`config.mk`:
```
export PLATFORM = sky130hd
export DESIGN_NAME = wr_pack_arb
export DESIGN_NICKNAME = d
export VERILOG_FILES = /design/src/rtl/wr_pack_arb.sv
export SDC_FILE = /design/constraint.sdc
export NUM_CORES = 1
export LEC_CHECK = 0
export CAP_MARGIN = 10
export CORE_ASPECT_RATIO = 1.75
export CORE_MARGIN = 3
export CORE_UTILIZATION = 50
export DETAILED_ROUTE_END_ITERATION = 7
export PLACE_DENSITY = 0.93
export SYNTH_ARGS = -nofsm -noshare
export SYNTH_HDL_FRONTEND = slang
export SYNTH_SLANG_ARGS = --single-unit
```
`constraint.sdc`:
```
create_clock -name clk_wr -period 3.3 [get_ports clk_wr]
set_input_delay 0.495 -clock clk_wr [delete_from_list [all_inputs] [get_ports clk_wr]]
set_output_delay 0.495 -clock clk_wr [all_outputs]
set_load 0.01 [all_outputs]
```
`src/rtl/wr_pack_arb.sv`:
```
// wr_pack_arb: round-robin arbiter for two narrow producers that packs RATIO beats per FIFO word.
// Optional feature: WR_PACK_FLUSH_EN pushes a partial word after FLUSH_CYCLES idle cycles.
module wr_pack_arb #(
    parameter int DIN_W        = 8,
    parameter int RATIO        = 4,
    parameter int FLUSH_CYCLES = 8
) (
    input  logic                   clk_wr,
    input  logic                   rst,
    input  logic                   req0_valid,
    input  logic [DIN_W-1:0]       req0_data,
    output logic                   req0_ready,
    input  logic                   req1_valid,
    input  logic [DIN_W-1:0]       req1_data,
    output logic                   req1_ready,
    input  logic                   wfull,
    output logic                   winc,
    output logic [DIN_W*RATIO-1:0] wdata,
    output logic [1:0]             grant,
    output logic                   busy
);
    localparam int DOUT_W = DIN_W * RATIO;
    localparam int CNT_W  = $clog2(RATIO);

    if (RATIO < 2 || RATIO > 16 || (RATIO & (RATIO - 1)) != 0) begin : g_bad_ratio
        $error("wr_pack_arb: RATIO must be a power of two in 2..16");
    end
    if (FLUSH_CYCLES < 1) begin : g_bad_flush
        $error("wr_pack_arb: FLUSH_CYCLES must be at least 1");
    end

    typedef enum logic [1:0] {
        ST_IDLE = 2'd0,
        ST_PACK = 2'd1,
        ST_PUSH = 2'd2
    } state_t;

    state_t              state_r, state_s;
    logic [1:0]          grant_r, grant_s;
    logic [CNT_W-1:0]    cnt_r, cnt_s;
    logic [DOUT_W-1:0]   buf_r, buf_s;
    logic                last_r, last_s;   // 1 when producer 1 was served last
    logic                busy_r;
    logic                beat_s;
    logic [DIN_W-1:0]    beat_data_s;
`ifdef WR_PACK_FLUSH_EN
    localparam int IDLE_W = $clog2(FLUSH_CYCLES + 1);
    logic [IDLE_W-1:0]   idle_r, idle_s;
`endif

    assign req0_ready = (state_r == ST_PACK) && grant_r[0];
    assign req1_ready = (state_r == ST_PACK) && grant_r[1];
    assign winc       = (state_r == ST_PUSH) && !wfull;
    assign wdata      = buf_r;
    assign grant      = grant_r;
    assign busy       = busy_r;

    // Select the accepted beat from the granted producer.
    always_comb begin
        beat_s      = (req0_valid && req0_ready) || (req1_valid && req1_ready);
        beat_data_s = {DIN_W{1'b0}};
        if (grant_r[1]) begin
            beat_data_s = req1_data;
        end else begin
            beat_data_s = req0_data;
        end
    end

    // Next-state, grant, pack-buffer and last-served computation.
    always_comb begin
        state_s = state_r;
        grant_s = grant_r;
        cnt_s   = cnt_r;
        buf_s   = buf_r;
        last_s  = last_r;
`ifdef WR_PACK_FLUSH_EN
        idle_s  = idle_r;
`endif
        case (state_r)
            ST_IDLE: begin
                if (req0_valid || req1_valid) begin
                    if (req0_valid && req1_valid) begin
                        grant_s = last_r ? 2'b01 : 2'b10;
                    end else if (req0_valid) begin
                        grant_s = 2'b01;
                    end else begin
                        grant_s = 2'b10;
                    end
                    cnt_s   = {CNT_W{1'b0}};
                    buf_s   = {DOUT_W{1'b0}};
`ifdef WR_PACK_FLUSH_EN
                    idle_s  = {IDLE_W{1'b0}};
`endif
                    state_s = ST_PACK;
                end else begin
                    state_s = ST_IDLE;
                end
            end
            ST_PACK: begin
                if (beat_s) begin
                    buf_s[cnt_r*DIN_W +: DIN_W] = beat_data_s;
                    cnt_s = cnt_r + 1'b1;
`ifdef WR_PACK_FLUSH_EN
                    idle_s = {IDLE_W{1'b0}};
`endif
                    // The counter wraps to 0 exactly as the last lane is filled.
                    if (cnt_r == CNT_W'(RATIO - 1)) begin
                        state_s = ST_PUSH;
                    end else begin
                        state_s = ST_PACK;
                    end
`ifdef WR_PACK_FLUSH_EN
                end else if (idle_r == IDLE_W'(FLUSH_CYCLES - 1)) begin
                    // Saturate here; an empty buffer never flushes.
                    if (cnt_r != {CNT_W{1'b0}}) begin
                        state_s = ST_PUSH;
                    end else begin
                        state_s = ST_PACK;
                    end
                end else begin
                    idle_s  = idle_r + 1'b1;
                    state_s = ST_PACK;
                end
`else
                end else begin
                    state_s = ST_PACK;
                end
`endif
            end
            ST_PUSH: begin
                if (!wfull) begin
                    last_s  = grant_r[1];
                    grant_s = 2'b00;
                    state_s = ST_IDLE;
                end else begin
                    state_s = ST_PUSH;
                end
            end
            default: begin
                state_s = ST_IDLE;
                grant_s = 2'b00;
            end
        endcase
    end

    // State and datapath registers; reset discards any partial word.
    always_ff @(posedge clk_wr or posedge rst) begin
        if (rst) begin
            state_r <= ST_IDLE;
            grant_r <= 2'b00;
            cnt_r   <= {CNT_W{1'b0}};
            buf_r   <= {DOUT_W{1'b0}};
            last_r  <= 1'b1;
            busy_r  <= 1'b0;
`ifdef WR_PACK_FLUSH_EN
            idle_r  <= {IDLE_W{1'b0}};
`endif
        end else begin
            state_r <= state_s;
            grant_r <= grant_s;
            cnt_r   <= cnt_s;
            buf_r   <= buf_s;
            last_r  <= last_s;
            busy_r  <= (state_s != ST_IDLE);
`ifdef WR_PACK_FLUSH_EN
            idle_r  <= idle_s;
`endif
        end
    end
endmodule
```
Yosys cells after proc, flatten, opt, wreduce, memory -nomap -nowiden
Cells that the tools add are included.
{"block": "word_totals", "reg_bits": 40, "elab_cells": 52}
{"block": "op_classes", "addsub": 2, "n_eq_ne": 6, "n_shift": 2, "mux": 19, "n_bitwise": 2, "n_reduce_logical": 15}
{"op": "$mux W32", "n": 2}
{"op": "$pmux W32 S2", "n": 1}
{"op": "$neg A5 Y34", "n": 1}
{"op": "$shift A8 B34 Y32 const A", "n": 1}
{"op": "$shiftx A8 B34 Y32", "n": 1}
{"op": "$bwmux W32", "n": 1}
{"op": "$mux W2", "n": 10}
{"op": "$pmux W2 S3", "n": 2}
{"op": "$mux W8", "n": 1}
{"op": "$logic_and A1 B1 Y1", "n": 6}
{"op": "$ne A2 B2 Y1 const B", "n": 3}
{"op": "$reduce_and A3 Y1", "n": 2}
{"op": "$eq A2 B2 Y1 const B", "n": 2}
{"op": "$pmux W2 S2", "n": 1}
{"op": "$reduce_bool A2 Y1", "n": 2}
{"op": "$add A2 B1 Y2 const B", "n": 1}
{"op": "$eq A2 B1 Y1 const B", "n": 1}
{"op": "$logic_not A2 Y1", "n": 1}
{"op": "$logic_or A1 B1 Y1", "n": 2}
{"op": "$not A1 Y1", "n": 2}
{"op": "$reduce_and A2 Y1", "n": 1}
{"op": "$logic_not A1 Y1", "n": 1}
{"op": "$mux W1", "n": 1}

Logic depth before layout (Yosys ltp)
{"block": "logic_depth", "ltp_word": 7, "mapped_depth": 7, "ltp_nobuf": 5}

Worst setup path before layout
OpenSTA, ideal clock, no wires.
{"block": "synth_path", "kind": "register to register", "from": "register cnt_r[0]", "to": "register buf_r[10], in the netlist wdata[10]", "setup_ns": 0.097, "t_arrival_ns": 1.652, "t_required_ns": 3.203, "setup_slack_ns": 1.552, "stages_incl_launch_ff": 8, "n_path_buf": 2, "path_cell_list": "dfrtp_1 clkbuf_1 inv_1 ha_1 nor2_2 buf_2 nand4_1 o31ai_1"}
{"block": "synth_between", "elab_chain_len": 5, "word_cells_on_any_way": 6}
{"element": "start, declared", "line_no": "40", "source": "logic [CNT_W-1:0] cnt_r, cnt_s;"}
{"element": "start signal, assigned", "line_no": "151", "source": "cnt_r <= {CNT_W{1'b0}};"}
{"element": "start signal, assigned", "line_no": "161", "source": "cnt_r <= cnt_s;"}
{"element": "$neg A5 Y34 *", "line_no": "101", "source": "buf_s[cnt_r*DIN_W +: DIN_W] = beat_data_s;"}
{"element": "$shiftx A8 B34 Y32 / $shift A8 B34 Y32 (equally long branches)", "line_no": "101"}
{"element": "$bwmux W32 *", "line_no": "101"}
{"element": "$mux W32 *", "line_no": "100", "source": "if (beat_s) begin"}
{"element": "$pmux W32 S2 *", "line_no": "79", "source": "case (state_r)"}
{"element": "end signal, assigned", "line_no": "152", "source": "buf_r <= {DOUT_W{1'b0}};"}
{"element": "end signal, assigned", "line_no": "162", "source": "buf_r <= buf_s;"}
{"element": "end, declared", "line_no": "41", "source": "logic [DOUT_W-1:0] buf_r, buf_s;"}
Mark *: on every way between the ends. The rest lies on a longest branch, timed or not. The select of a mux whose other input is x is not followed.
A chain may end at the register's enable or synchronous reset.

Final worst setup path
{"block": "layout_path", "from": "register state_r[0]", "to": "output port req1_ready"}
{"block": "layout_between", "elab_chain_len": 2}
{"element": "start, declared", "line_no": "38", "source": "state_t state_r, state_s;"}
{"element": "start signal, assigned", "line_no": "159", "source": "state_r <= state_s;"}
{"element": "$eq A2 B1 Y1", "line_no": "52", "source": "assign req1_ready = (state_r == ST_PACK) && grant_r[1];"}
{"element": "$logic_and A1 B1 Y1", "line_no": "52"}
{"element": "end, declared", "line_no": "15", "source": "output logic req1_ready,"}
Every way passes these cells.

==> results.json <==
{
  "ys_seq_elements": 40,
  "die_x_um": 52.4,
  "synth_top_family_by_area": "compound AO/OA/AOI/OAI gates",
  "dpl.hpwl_mm": 3.47,
  "antenna_found_initial": 0,
  "grt_pass1_vias": 1635,
  "area_growth_pct": 36.5,
  "min_path_type": "reg2reg",
  "cts_resized": 0,
  "via_per_inst": 5.91,
  "initial_core_util_pct": 53.8,
  "fin_crit_sh_pct": 70.8,
  "final_hold_viol_count": 0,
  "ys.flop_type": "dfrtp_1",
  "synth_compound_area_share_pct": 25.2,
  "fp.dieArea_sq_mm": 0.00457,
  "startpoint_type": "register",
  "fp-row-count": 28,
  "p_per_area_mw_per_mm2": 761,
  "clk_pin_slew_ns": 0.07,
  "io_pins": 59,
  "placed_cells": 271,
  "cts_root_buffer": "clkbuf_8",
  "grt_max_degree": 24,
  "fmax_ghz": 0.428,
  "synthSimpleGateAreaFrac_pct": 9.23,
  "cts_hold_buffers": 0,
  "crit_required_ns": 2.80,
  "grt_first_pass_wirelength_mm": 7.71,
  "final_antenna_net_count": 0,
  "arrival_ns": 1.84,
  "muxShareOfSynthArea_pct": 4.85,
  "leakage_nw": 1.08,
  "min_period_ns": 2.34,
  "drv_slew": 0,
  "numPortBuffers": 58,
  "worst_setup_path_end_kind": "output port",
  "cts_tree": "yes",
  "setup_tns_ns": 0,
  "yosysWarnings": 0,
  "clock_path_buffers": 2,
  "synth-xor-area-share_pct": 0,
  "synth_edf_count": 0,
  "htreeDepth": 2,
  "antenna_cells": 0,
  "worst-setup-path-type": "reg2out",
  "skew_ns": 0.00385,
  "syn_inst": 177,
  "drt_iter0_markers": 49,
  "path_cells": "nor2b_1 > and2_1 > clkdlybuf4s50_1",
  "fp.dieH_um": 87.2,
  "cts.sinks": 40,
  "vdd_drop_max_v": 0.000638,
  "nNetsFinal": 259,
  "tightestPinTransition_ns": 0.844,
  "synthDistinctLibCells": 30,
  "wire_per_inst_um": 16.8,
  "status": "finished clean",
  "place_ws_ns": 0.934,
  "syn-num-nets": 203,
  "wirelength_mm": 4.68,
  "final_cells": 278,
  "setup_viol": 0,
  "max_stage_delay_ns": 0.54,
  "slew_headroom_pct": 43.7,
  "grtUsageTotal_pct": 22.6,
  "crit_path_max_fanout": 11,
  "gp_congestion": 0.796,
  "cts_setup_buffers": 0,
  "core-area_sq_mm": 0.00350,
  "drive_above_1_share_pct": 6.87,
  "drc_errors": 0,
  "clk_latency_ns": 0.28,
  "cts_made_buffers": 5,
  "cap_violations": 0,
  "vias": 1642,
  "overflow": 0,
  "synth_area_per_cell_sq_um": 10.6,
  "ys_seq_area_share_pct": 53.2,
  "fin_ws_ns": 0.964,
  "synthArstFlopShare_pct": 100,
  "drt-pass1-iter-count": 4,
  "rsz0062_at_grt": "no",
  "syn_area_sq_mm": 0.00188,
  "crit_slowest_cell": "dfrtp_1",
  "synth-adder-area-share_pct": 3.32
}
-- critical path, delay by kind of cell, from the launching register on --
kind	cells	cell delay, ns
buffers and inverters	1	0.53
DFF	1	0.54
and+or+nand+nor	2	0.48
-- synthesized netlist by cell type (all sizes together), types with 2 or more instances --
master	instances	area, sq um
clkbuf	4	15.0
buf	8	42.5
o21ai	38	190
nand3	3	15.0
and2	2	12.5
nor3	2	10.0
nor2b	6	37.5
nor2	3	13.8
nand2	3	11.3
nand2b	3	21.3
o31ai	32	240
dfrtp	39	976
mux2i	8	80.1
ha	5	62.6
nand4	2	12.5
or2	4	25.0
inv	6	22.5
-- power breakdown --
group          switching (mW)  total [mW]  internal (mW)
Sequential              0.129       0.742          0.613
Clock                   0.153       0.297          0.144
Combinational           0.512       0.919          0.408
Total                   0.794        1.96           1.16
-- metrics by stage --
stage / utilization (%) / area [sq um] / total power, mW / hold slack (ns)
floorplan: - / 1880 / 1.28 / 0.527
global placement: 71.2 / 2490 / 1.64 / 0.486
detailed placement: 71.2 / 2490 / 1.66 / 0.486
CTS: 73.4 / 2570 / 1.96 / 0.503
global route: 73.4 / 2570 / 2.08 / 0.535
finish: 73.4 / 2570 / 1.96 / 0.504
-- placed cells by master (no fill, tap or decap), types with 2 or more instances in the layout --
master,instances
nand3_1,3
o21ai_0,30
o21ai_1,8
clkdlybuf4s50_1,58
dfrtp_1,39
nor2_1,2
nand4_1,2
and2_1,2
mux2i_1,8
ha_1,5
clkbuf_8,5
nor3_1,2
inv_1,6
nand2b_1,2
nor2b_1,6
o31ai_1,32
or2_1,4
nand2_1,3
buf_4,3
-- state kept, by name (all words and copies together), names as in the netlist --
register and count:
wdata 32, state_r 2, last_r 1, cnt_r 2
busy 1, grant 2
-- cell type report --
class	count	area [sq um]
Clock buffer	6	72.6
Clock inverter	1	5.00
Fill cell	241	932
Inverter	6	22.5
Multi-Input combinational cell	119	810
Sequential cell	40	1000
Tap cell	45	56.3
Timing Repair Buffer	61	603
-- routing by layer --
metal | vias up | part of all wire [%] | track usage, %
li1 | 766 | - | -
met1 | 791 | 38 | 25.8
met2 | 71 | 54 | 39.5
met3 | 14 | 4.8 | 4.63
met4 | 0 | 2.7 | 10.0
met5 | - | 0 | 0
-- logic make-up (layout without fill, tap and decap cells) --
family | Yosys count | in the layout
AO/OA/AOI/OAI | 75 | 75
flip-flops | 40 | 40
AND/OR/NAND/NOR | 30 | 30
buffers and inverters | 18 | 74
multiplexers | 9 | 9
adder cells (fa/ha/maj) | 5 | 5
-- path summary, 6_finish.rpt --
path                                  from          to  slack (ns)  cells after the start
worst min register to register    wdata[2]    wdata[2]        0.50                      2
max in group asynchronous              rst    wdata[0]        1.87                      3
worst max register to register    grant[1]    cnt_r[0]        1.09                      5
worst min-delay path              wdata[2]    wdata[2]        0.50                      2
min in group asynchronous              rst   wdata[26]        0.68                      2
worst max-delay path            state_r[0]  req1_ready        0.96                      3
Power figures use the tool's default switching activity.
